## src/rtl/fetch_sequencer.sv

```systemverilog
// rtl/fetch_sequencer.sv - hands predicted PCs to fetch, sourcing lines from L0 or an L1I request
//
// Purpose:
//   Takes predicted PCs from the branch predictor. An L0 hit goes straight to
//   fetch on the next cycle. An L0 miss goes through IDLE -> REQ -> WAIT: one
//   line-aligned L1I request is issued, and the PC is delivered when its
//   response returns. A flush abandons all in-flight work. Any L1I request
//   that has been accepted but not yet answered is counted in a saturating
//   stale counter, so its late response is dropped.
//
// Ports:
//   clk_in, rst_N_in        clock, asynchronous active-low reset
//   flush_in                misprediction flush
//   bp_pc_valid/bp_pc       predicted PC offer
//   l0_hit                  L0 holds bp_pc's line (same cycle as bp_pc_valid)
//   bp_ready                offer accepted this cycle (combinational)
//   l1i_req_valid/addr      line request to L1I; l1i_req_ready accepts it
//   l1i_resp_valid          L1I line return, in request order
//   fetch_ready             fetch stage can take a PC
//   fetch_pc_valid/fetch_pc/fetch_src_l1i  registered PC handed to fetch
//   busy                    miss in progress or stale responses outstanding

module fetch_sequencer #(
    parameter int CACHE_LINE_WIDTH = 64,
    parameter int STALE_CNT_W      = 2
) (
    input  logic        clk_in,
    input  logic        rst_N_in,
    input  logic        flush_in,
    input  logic        bp_pc_valid,
    input  logic [63:0] bp_pc,
    input  logic        l0_hit,
    output logic        bp_ready,
    output logic        l1i_req_valid,
    output logic [63:0] l1i_req_addr,
    input  logic        l1i_req_ready,
    input  logic        l1i_resp_valid,
    input  logic        fetch_ready,
    output logic        fetch_pc_valid,
    output logic [63:0] fetch_pc,
    output logic        fetch_src_l1i,
    output logic        busy
);

    localparam int                     LINE_OFF_W = $clog2(CACHE_LINE_WIDTH);
    localparam logic [63:0]            LINE_MASK  = ~((64'd1 << LINE_OFF_W) - 64'd1);
    localparam logic [STALE_CNT_W-1:0] STALE_MAX  = '1;
    localparam logic [STALE_CNT_W-1:0] STALE_ONE  = STALE_CNT_W'(1);

    typedef enum logic [1:0] {
        IDLE = 2'd0,
        REQ  = 2'd1,
        WAIT = 2'd2
    } state_t;

    state_t                 state;
    logic [STALE_CNT_W-1:0] stale_cnt;
    logic [63:0]            miss_pc;

    logic                   out_free;
    logic                   accept_hit;
    logic                   accept_miss;
    logic                   live_resp;
    logic                   stale_inc;
    logic                   stale_dec;
    logic [STALE_CNT_W-1:0] stale_next;

    // The output slot can take a new PC if it is empty or is being consumed now.
    assign out_free = !fetch_pc_valid || fetch_ready;

    // Qualify with rst_N_in so that no offer appears accepted while reset is held.
    assign bp_ready = rst_N_in && (state == IDLE) && !flush_in &&
                      (stale_cnt != STALE_MAX) && out_free;

    assign accept_hit  = bp_pc_valid && bp_ready && l0_hit;
    assign accept_miss = bp_pc_valid && bp_ready && !l0_hit;

    // A response belongs to the current miss only after every stale response
    // has drained.
    assign live_resp = l1i_resp_valid && (state == WAIT) && (stale_cnt == '0);

    // A flush orphans the outstanding request when L1I has it or is taking it
    // this cycle. The exception is when that request's own response arrives
    // in the flush cycle: the request then leaves nothing behind.
    assign stale_inc = flush_in &&
                       ((state == WAIT) || ((state == REQ) && l1i_req_ready)) &&
                       !live_resp;

    // Any response seen while stale responses are pending is one of them.
    assign stale_dec = l1i_resp_valid && (stale_cnt != '0);

    always_comb begin
        stale_next = stale_cnt;
        if (stale_inc && !stale_dec) begin
            if (stale_cnt != STALE_MAX) begin
                stale_next = stale_cnt + STALE_ONE;
            end
        end else if (stale_dec && !stale_inc) begin
            stale_next = stale_cnt - STALE_ONE;
        end
    end

    assign l1i_req_addr = miss_pc & LINE_MASK;
    assign busy         = (state != IDLE) || (stale_cnt != '0);

    always_ff @(posedge clk_in or negedge rst_N_in) begin
        if (!rst_N_in) begin
            state          <= IDLE;
            stale_cnt      <= '0;
            miss_pc        <= '0;
            l1i_req_valid  <= 1'b0;
            fetch_pc_valid <= 1'b0;
            fetch_pc       <= '0;
            fetch_src_l1i  <= 1'b0;
        end else begin
            stale_cnt <= stale_next;

            if (flush_in) begin
                state          <= IDLE;
                l1i_req_valid  <= 1'b0;
                fetch_pc_valid <= 1'b0;
            end else begin
                // Output slot: a new delivery wins over consumption.
                if (accept_hit) begin
                    fetch_pc_valid <= 1'b1;
                    fetch_pc       <= bp_pc;
                    fetch_src_l1i  <= 1'b0;
                end else if (live_resp) begin
                    fetch_pc_valid <= 1'b1;
                    fetch_pc       <= miss_pc;
                    fetch_src_l1i  <= 1'b1;
                end else if (fetch_ready) begin
                    fetch_pc_valid <= 1'b0;
                end

                case (state)
                    IDLE: begin
                        if (accept_miss) begin
                            miss_pc       <= bp_pc;
                            l1i_req_valid <= 1'b1;
                            state         <= REQ;
                        end
                    end
                    REQ: begin
                        if (l1i_req_ready) begin
                            l1i_req_valid <= 1'b0;
                            state         <= WAIT;
                        end
                    end
                    WAIT: begin
                        if (live_resp) begin
                            state <= IDLE;
                        end
                    end
                    default: begin
                        l1i_req_valid <= 1'b0;
                        state         <= IDLE;
                    end
                endcase
            end
        end
    end

endmodule
```

## config.mk

```make
export PLATFORM = sky130hd
export DESIGN_NAME = fetch_sequencer
export DESIGN_NICKNAME = d
export VERILOG_FILES = /design/src/rtl/fetch_sequencer.sv
export SDC_FILE = /design/constraint.sdc
export NUM_CORES = 1
export LEC_CHECK = 0
export BUFFER_PORTS_ARGS = -buffer_cell sky130_fd_sc_hd__buf_2
export CAP_MARGIN = 0
export CELL_PAD_IN_SITES_DETAIL_PLACEMENT = 1
export CELL_PAD_IN_SITES_GLOBAL_PLACEMENT = 1
export CORE_MARGIN = 2
export CORE_UTILIZATION = 40
export DETAILED_ROUTE_END_ITERATION = 10
export HOLD_SLACK_MARGIN = 0.08
export PLACE_DENSITY_LB_ADDON = 0.1
export SYNTH_ARGS = -nofsm -noshare
export SYNTH_HDL_FRONTEND = slang
export SYNTH_SLANG_ARGS = --single-unit
```

## constraint.sdc

```tcl
create_clock -name clk_in -period 4.58 [get_ports clk_in]
set_input_delay 0.916 -clock clk_in [delete_from_list [all_inputs] [get_ports clk_in]]
set_output_delay 0.916 -clock clk_in [all_outputs]
set_load 0.01 [all_outputs]
```

==> impl_metrics.env, run 1 <==
export IMPL_synthTopCellsByArea="dfrtp_1 54%, o221a_2 9.7%, buf_4 8.6%"
export IMPL_synth_mux_area_frac=0.135
export IMPL_fin_setup_tns_ns=0
export IMPL_yosys_area_top_type="dfrtp_1"
export IMPL_final_cell_mix="197 x buf_2, 135 x dfrtp_1, 65 x nand2b_1"
export IMPL_die_w_um=129
export IMPL_wl_per_cell_um=19.5
export IMPL_dr_pass1_iters=4
export IMPL_grt_pass1_wl_mm=24.5
export IMPL_vias_per_cell=5.09
export IMPL_clk_pin_slew_ns=0.05
export IMPL_synth_compound_area_frac=0.129
export IMPL_htree_levels=4
export IMPL_p_leak_nw=3.42
export IMPL_fin_crit_sh=0.632
export IMPL_status="finished, final reports clean"
export IMPL_numPortBuffers=198
export IMPL_cts_sinks=135
export IMPL_setup_viol=0
export IMPL_fp_dieArea_mm2=0.0167
export IMPL_cts_root_buf="clkbuf_16"
export IMPL_start_kind="input pin"
export IMPL_ys_seq_area_frac=0.539
export IMPL_worstMarginPinSlew_ns=0.860
export IMPL_start_util=0.410
export IMPL_numCtsBuffers=17
export IMPL_place_gp_congestion=0.768
export IMPL_drv_slew=0
export IMPL_syn_area_mm2=0.00626
export IMPL_critPathRequiredTime_ns=4.88
export IMPL_async_flop_share=1.00
export IMPL_nNetsFinal=664
export IMPL_fin_util=0.490
export IMPL_std_cell_rows=45
export IMPL_layout_commonest_cell="buf_2"
export IMPL_synth_cell_types=35
export IMPL_synthSimpleGateAreaFrac=0.0829
export IMPL_antenna_found_initial=1
export IMPL_grt_max_degree=66
export IMPL_coreArea_mm2=0.0153
export IMPL_layout_min_cycle_time_ns=2.89
export IMPL_crit_arrival_ns=3.19
export IMPL_clock_latency_ns=0.42
export IMPL_n_antenna_cell=0
export IMPL_ctsHoldBuffers=0
export IMPL_fin_cells=813
export IMPL_wl_mm=15.9
export IMPL_rsz0062_at_grt="false"
export IMPL_drc=0
export IMPL_rrSetupSlack_ns=1.95
export IMPL_yosys_warnings=0
export IMPL_synth_edff_count=0
export IMPL_avgSynthCellArea_um2=13.8
export IMPL_syn_to_final_growth_pct=19.3
export IMPL_reg2regPathDepth=5
export IMPL_power_density_mw_per_mm2=529
export IMPL_power_mw=3.95
export IMPL_yosys_area_share_adder=0
export IMPL_yosys_area_top_type_share=0.539
export IMPL_critPathKind="input pin to flip-flop"
export IMPL_gr_total_overflow=0
export IMPL_hp_class="input pin to async pin"
export IMPL_postCtsResizedCells=0
export IMPL_grt_pass1_vias=4431
export IMPL_fillers=1613
export IMPL_cts_buffer_depth=2
export IMPL_ys_ff_latch=135
export IMPL_drv_cap=0
export IMPL_post_dp_hpwl_mm=10.7
export IMPL_yosys_most_used_dff="dfrtp_1"
export IMPL_drtIter0Drc=171
export IMPL_die_h_um=129
export IMPL_antenna_left=0
export IMPL_grtUsageTotal=0.192
export IMPL_reg2reg_from="state[0]"
export IMPL_vias=4140
export IMPL_tritoncts="built"
export IMPL_hold_viol=0
export IMPL_fmax_mhz=346
export IMPL_ios=205
export IMPL_rr_endpoint="miss_pc[31]"
export IMPL_worst_path_max_fanout=46
export IMPL_yosys_area_share_xor_xnor=0.00140
export IMPL_dp_cells=784
export IMPL_postCtsSetupBuffers=0
export IMPL_drive_gt1_frac=0.581
export IMPL_peakVddDrop_mv=0.260
export IMPL_max_slew_margin_rel=0.427
export IMPL_synth_cells=454
export IMPL_crit_path_end_kind="flip-flop"
export IMPL_synth_top_family_by_area="multiplexers"
export IMPL_fin_skew_ns=0.00683
-- metrics by stage --
stage	instance area, µm²	setup slack [ns]	hold WS, ns
floorplan	6280	2.32	0.471
global placement	6910	1.25	0.473
detailed placement	6910	1.17	0.490
CTS	7470	1.65	0.346
global route	7470	1.55	0.360
finish	7470	1.69	0.355
-- critical path, cell delays in order --
cell and delay (ns):
buf_6 0.23, nor4b_2 0.26, and4_1 0.28, and2b_4 0.73
buf_4 0.40, mux2_4 0.33
-- final cells by class --
class	count	area, µm²	area share
Multi-Input combinational cell	231	2210	0.295
Tap cell	211	264	0.0353
Clock buffer	26	519	0.0695
Timing Repair Buffer	206	1060	0.142
Inverter	1	3.75	0.000503
Clock inverter	3	40.0	0.00536
Sequential cell	135	3380	0.452
-- cell usage after synthesis (2+ instances only) --
library cell	instances
buf_12	3
buf_8	2
o21a_1	2
buf_2	9
mux2_4	30
and4_1	2
nand2b_1	65
mux2_1	8
nor2_1	4
o221a_1	10
o221a_2	54
mux2_2	26
a31o_2	2
o21bai_1	2
dfrtp_1	135
nand2_1	5
clkbuf_1	6
buf_4	72
-- report_power, final --
part,switching [mW],internal (mW)
logic,0.424,0.534
registers,0.200,1.50
clock network,0.472,0.822
-- cell families (layout without fill, tap and decap cells) --
group | Yosys count | after routing
AOI/OAI and AO/OA | 76 | 76
muxes | 65 | 65
and+or+nand+nor | 83 | 83
DFF | 135 | 135
other | 1 | 6
xor gates and xnor gates | 1 | 1
buffers and inverters | 93 | 236
-- worst max path at each step --
stage                     startpoint           to  slack, ns  cells past startpoint
final                       rst_N_in  miss_pc[31]       1.69                      6
after global routing        rst_N_in  miss_pc[31]       1.55                      6
after CTS                   rst_N_in  miss_pc[41]       1.65                      6
after detailed placement    rst_N_in  miss_pc[31]       1.17                      6
after global placement      rst_N_in  miss_pc[29]       1.25                      6
after floorplan             flush_in     bp_ready       2.32                      2
-- flip-flops by register name (all words and copies together), names as in the netlist --
name,cells
state,2
fetch_pc,64
fetch_pc_valid,1
stale_cnt,2
fetch_src_l1i,1
miss_pc,64
l1i_req_valid,1
-- layer usage --
layer	track usage	up-vias	part of all wire	wire (µm)
li1	-	1848	-	-
met1	0.249	2124	0.44	6950
met2	0.301	141	0.48	7580
met3	0.0570	25	0.066	1050
met4	0.0793	2	0.018	291
met5	0	-	0.00082	13
Note: power is estimated with default switching activity, not from simulation.
==> inputs of run 2 (changes only) <==
Clock period 4.58 ns to 2.9 ns, I/O delays scaled along.
==> run 2 against run 1 <==
  * Core utilization is 1.1 points higher
  * Power is 67% higher
  * Sequential power is 57% higher
  * Critical endpoint is now miss_pc[20]
  * Largest power group unchanged
  * Clock power is 86% higher
  * Combinational power is 59% higher
  * Via count is 0.34% higher
  * Clock skew is 0.0032 ns higher
==> impl_metrics.env, run 2 (synthesized netlist as in run 1, its figures left out) <==
export IMPL_status="finished, final reports clean"
export IMPL_gr_total_overflow=0
export IMPL_setup_viol=0
export IMPL_p_leak_nw=3.48
export IMPL_route_top_layer_used="met5"
export IMPL_drc=0
export IMPL_antenna_left=0
export IMPL_fin_crit_sh=0.872
export IMPL_coreArea_mm2=0.0153
export IMPL_crit_path_end_kind="flip-flop"
export IMPL_clock_latency_ns=0.42
export IMPL_hold_depth=2
export IMPL_drv_slew=0
export IMPL_post_dp_hpwl_mm=10.5
export IMPL_grt_max_degree=71
export IMPL_worstSetupStartpoint="rst_N_in"
export IMPL_nNetsFinal=666
export IMPL_antenna_found_initial=1
export IMPL_hp_start="flush_in"
export IMPL_layout_commonest_cell="buf_2"
export IMPL_numPortBuffers=198
export IMPL_rrSetupSlack_ns=0.68
export IMPL_hp_class="input pin to flip-flop"
export IMPL_peakVddDrop_mv=0.422
export IMPL_tritoncts="built"
export IMPL_switchingPower_mw=1.79
export IMPL_ctsHoldBuffers=1
export IMPL_wl_per_cell_um=19.3
export IMPL_ios=205
export IMPL_die_h_um=129
export IMPL_fillers=1577
export IMPL_reg2regPathDepth=5
export IMPL_wl_mm=15.8
export IMPL_worst_path_max_fanout=33
export IMPL_drive_gt1_frac=0.588
export IMPL_hold_viol=0
export IMPL_reg_top3="fetch_pc: 64 flops, miss_pc: 64 flops"
export IMPL_sw_frac_of_total=0.271
export IMPL_fp_dieArea_mm2=0.0167
export IMPL_reg2reg_from="state[0]"
export IMPL_cts_root_buf="clkbuf_16"
export IMPL_vias=4154
export IMPL_rsz0062_at_grt="false"
export IMPL_grtUsageTotal=0.198
export IMPL_fmax_mhz=395
export IMPL_fin_skew_ns=0.0100
export IMPL_route_met3_wl_mm=1.14
export IMPL_cts_buffer_depth=2
export IMPL_cts_sinks=135
export IMPL_hold_ws_ns=0.388
export IMPL_p_int_mw=4.80
export IMPL_seqPwrFrac=0.405
export IMPL_fin_setup_tns_ns=0
export IMPL_syn_to_final_growth_pct=22.1
export IMPL_multi_input_area_mm2=0.00221
export IMPL_register_area_mm2=0.00338
export IMPL_min_to="state[1]"
export IMPL_grt_pass1_vias=4508
export IMPL_vias_per_cell=5.07
export IMPL_power_density_mw_per_mm2=862
export IMPL_start_util=0.410
export IMPL_postCtsSetupBuffers=0
export IMPL_critPathRequiredTime_ns=3.19
export IMPL_rr_endpoint="miss_pc[20]"
export IMPL_drtIter0Drc=196
export IMPL_drv_cap=0
export IMPL_crit_arrival_ns=2.82
export IMPL_wl_met1_mm=6.94
export IMPL_clk_pin_slew_ns=0.06
export IMPL_die_w_um=129
export IMPL_critPathKind="input pin to flip-flop"
export IMPL_max_slew_margin_rel=0.403
export IMPL_place_gp_congestion=0.763
export IMPL_numCtsBuffers=17
export IMPL_routed_wl_met2_mm=7.45
export IMPL_worstMarginPinSlew_ns=0.895
export IMPL_p_comb_frac=0.230
export IMPL_grt_pass1_wl_mm=25.1
export IMPL_htree_levels=4
export IMPL_clkPwrFrac=0.364
export IMPL_start_kind="input pin"
export IMPL_dr_pass1_iters=4
export IMPL_postCtsResizedCells=0
export IMPL_std_cell_rows=45
export IMPL_final_cell_mix="197 x buf_2, 135 x dfrtp_1, 65 x nand2b_1"
export IMPL_layout_min_cycle_time_ns=2.53
run 2: cell count changes in the layout (fill, tap and decap cells not counted):
cell	previous run	this run
dlygate4sd3_1	0	1
clkbuf_1	3	0
clkinvlp_4	0	2
clkinv_2	2	3
diode_2	0	1
buf_4	8	5
bufinv_16	1	5
clkbuf_8	6	3
clkinv_4	0	2
buf_12	0	4
run 2: power by group through the flow:
stage	Clock, mW	Sequential, mW	Combinational (mW)
final	2.40	2.67	1.52
after global routing	2.55	2.74	1.64
after CTS	2.47	2.67	1.55
after detailed placement	0	2.69	1.54
after global placement	0	2.67	1.51
after floorplan	0	2.74	1.03
run 2: critical path: stages:
cell	delay (ns)
dlygate4sd3_1	0.55
buf_6	0.13
nor4b_2	0.22
and4_1	0.28
and2b_4	0.39
buf_12	0.27
mux2_2	0.36
run 2: through the flow:
stage          std cells  worst slack [ns]  utilization  power, mW  area (µm²)
6_report             819             0.371        0.501       6.59        7640
5_1_grt              818             0.308        0.501       6.93        7640
4_1_cts              818             0.379        0.501       6.69        7640
3_5_place_dp         785             0.472        0.457       4.23        6970
3_3_place_gp         785             0.539        0.457       4.18        6970
2_1_floorplan        459             0.985            -       3.77        6280
run 2: worst max path at each step:
stage / endpoint / slack (ns)
3_5_place_dp: miss_pc[9] / 0.47
5_1_grt: miss_pc[20] / 0.31
2_1_floorplan: miss_pc[55] / 0.98
3_3_place_gp: miss_pc[24] / 0.54
4_1_cts: miss_pc[24] / 0.38
6_report: miss_pc[20] / 0.37
run 2: area by class of cell:
| cell class | instances | share of cell area |
|---|---|---|
| flip-flops and latches | 135 | 0.442 |
| clock inverters | 12 | 0.0259 |
| diodes | 1 | 0.000327 |
| clock buffers | 20 | 0.0610 |
| multi-input cells | 231 | 0.289 |
| repair buffers | 208 | 0.147 |
| inverters | 1 | 0.000491 |
| well taps | 211 | 0.0345 |
run 2: routing by layer:
metal	up-vias	global-route usage
li1	1858	-
met1	2128	0.250
met2	148	0.315
met3	18	0.0665
met4	2	0.0754
met5	-	0
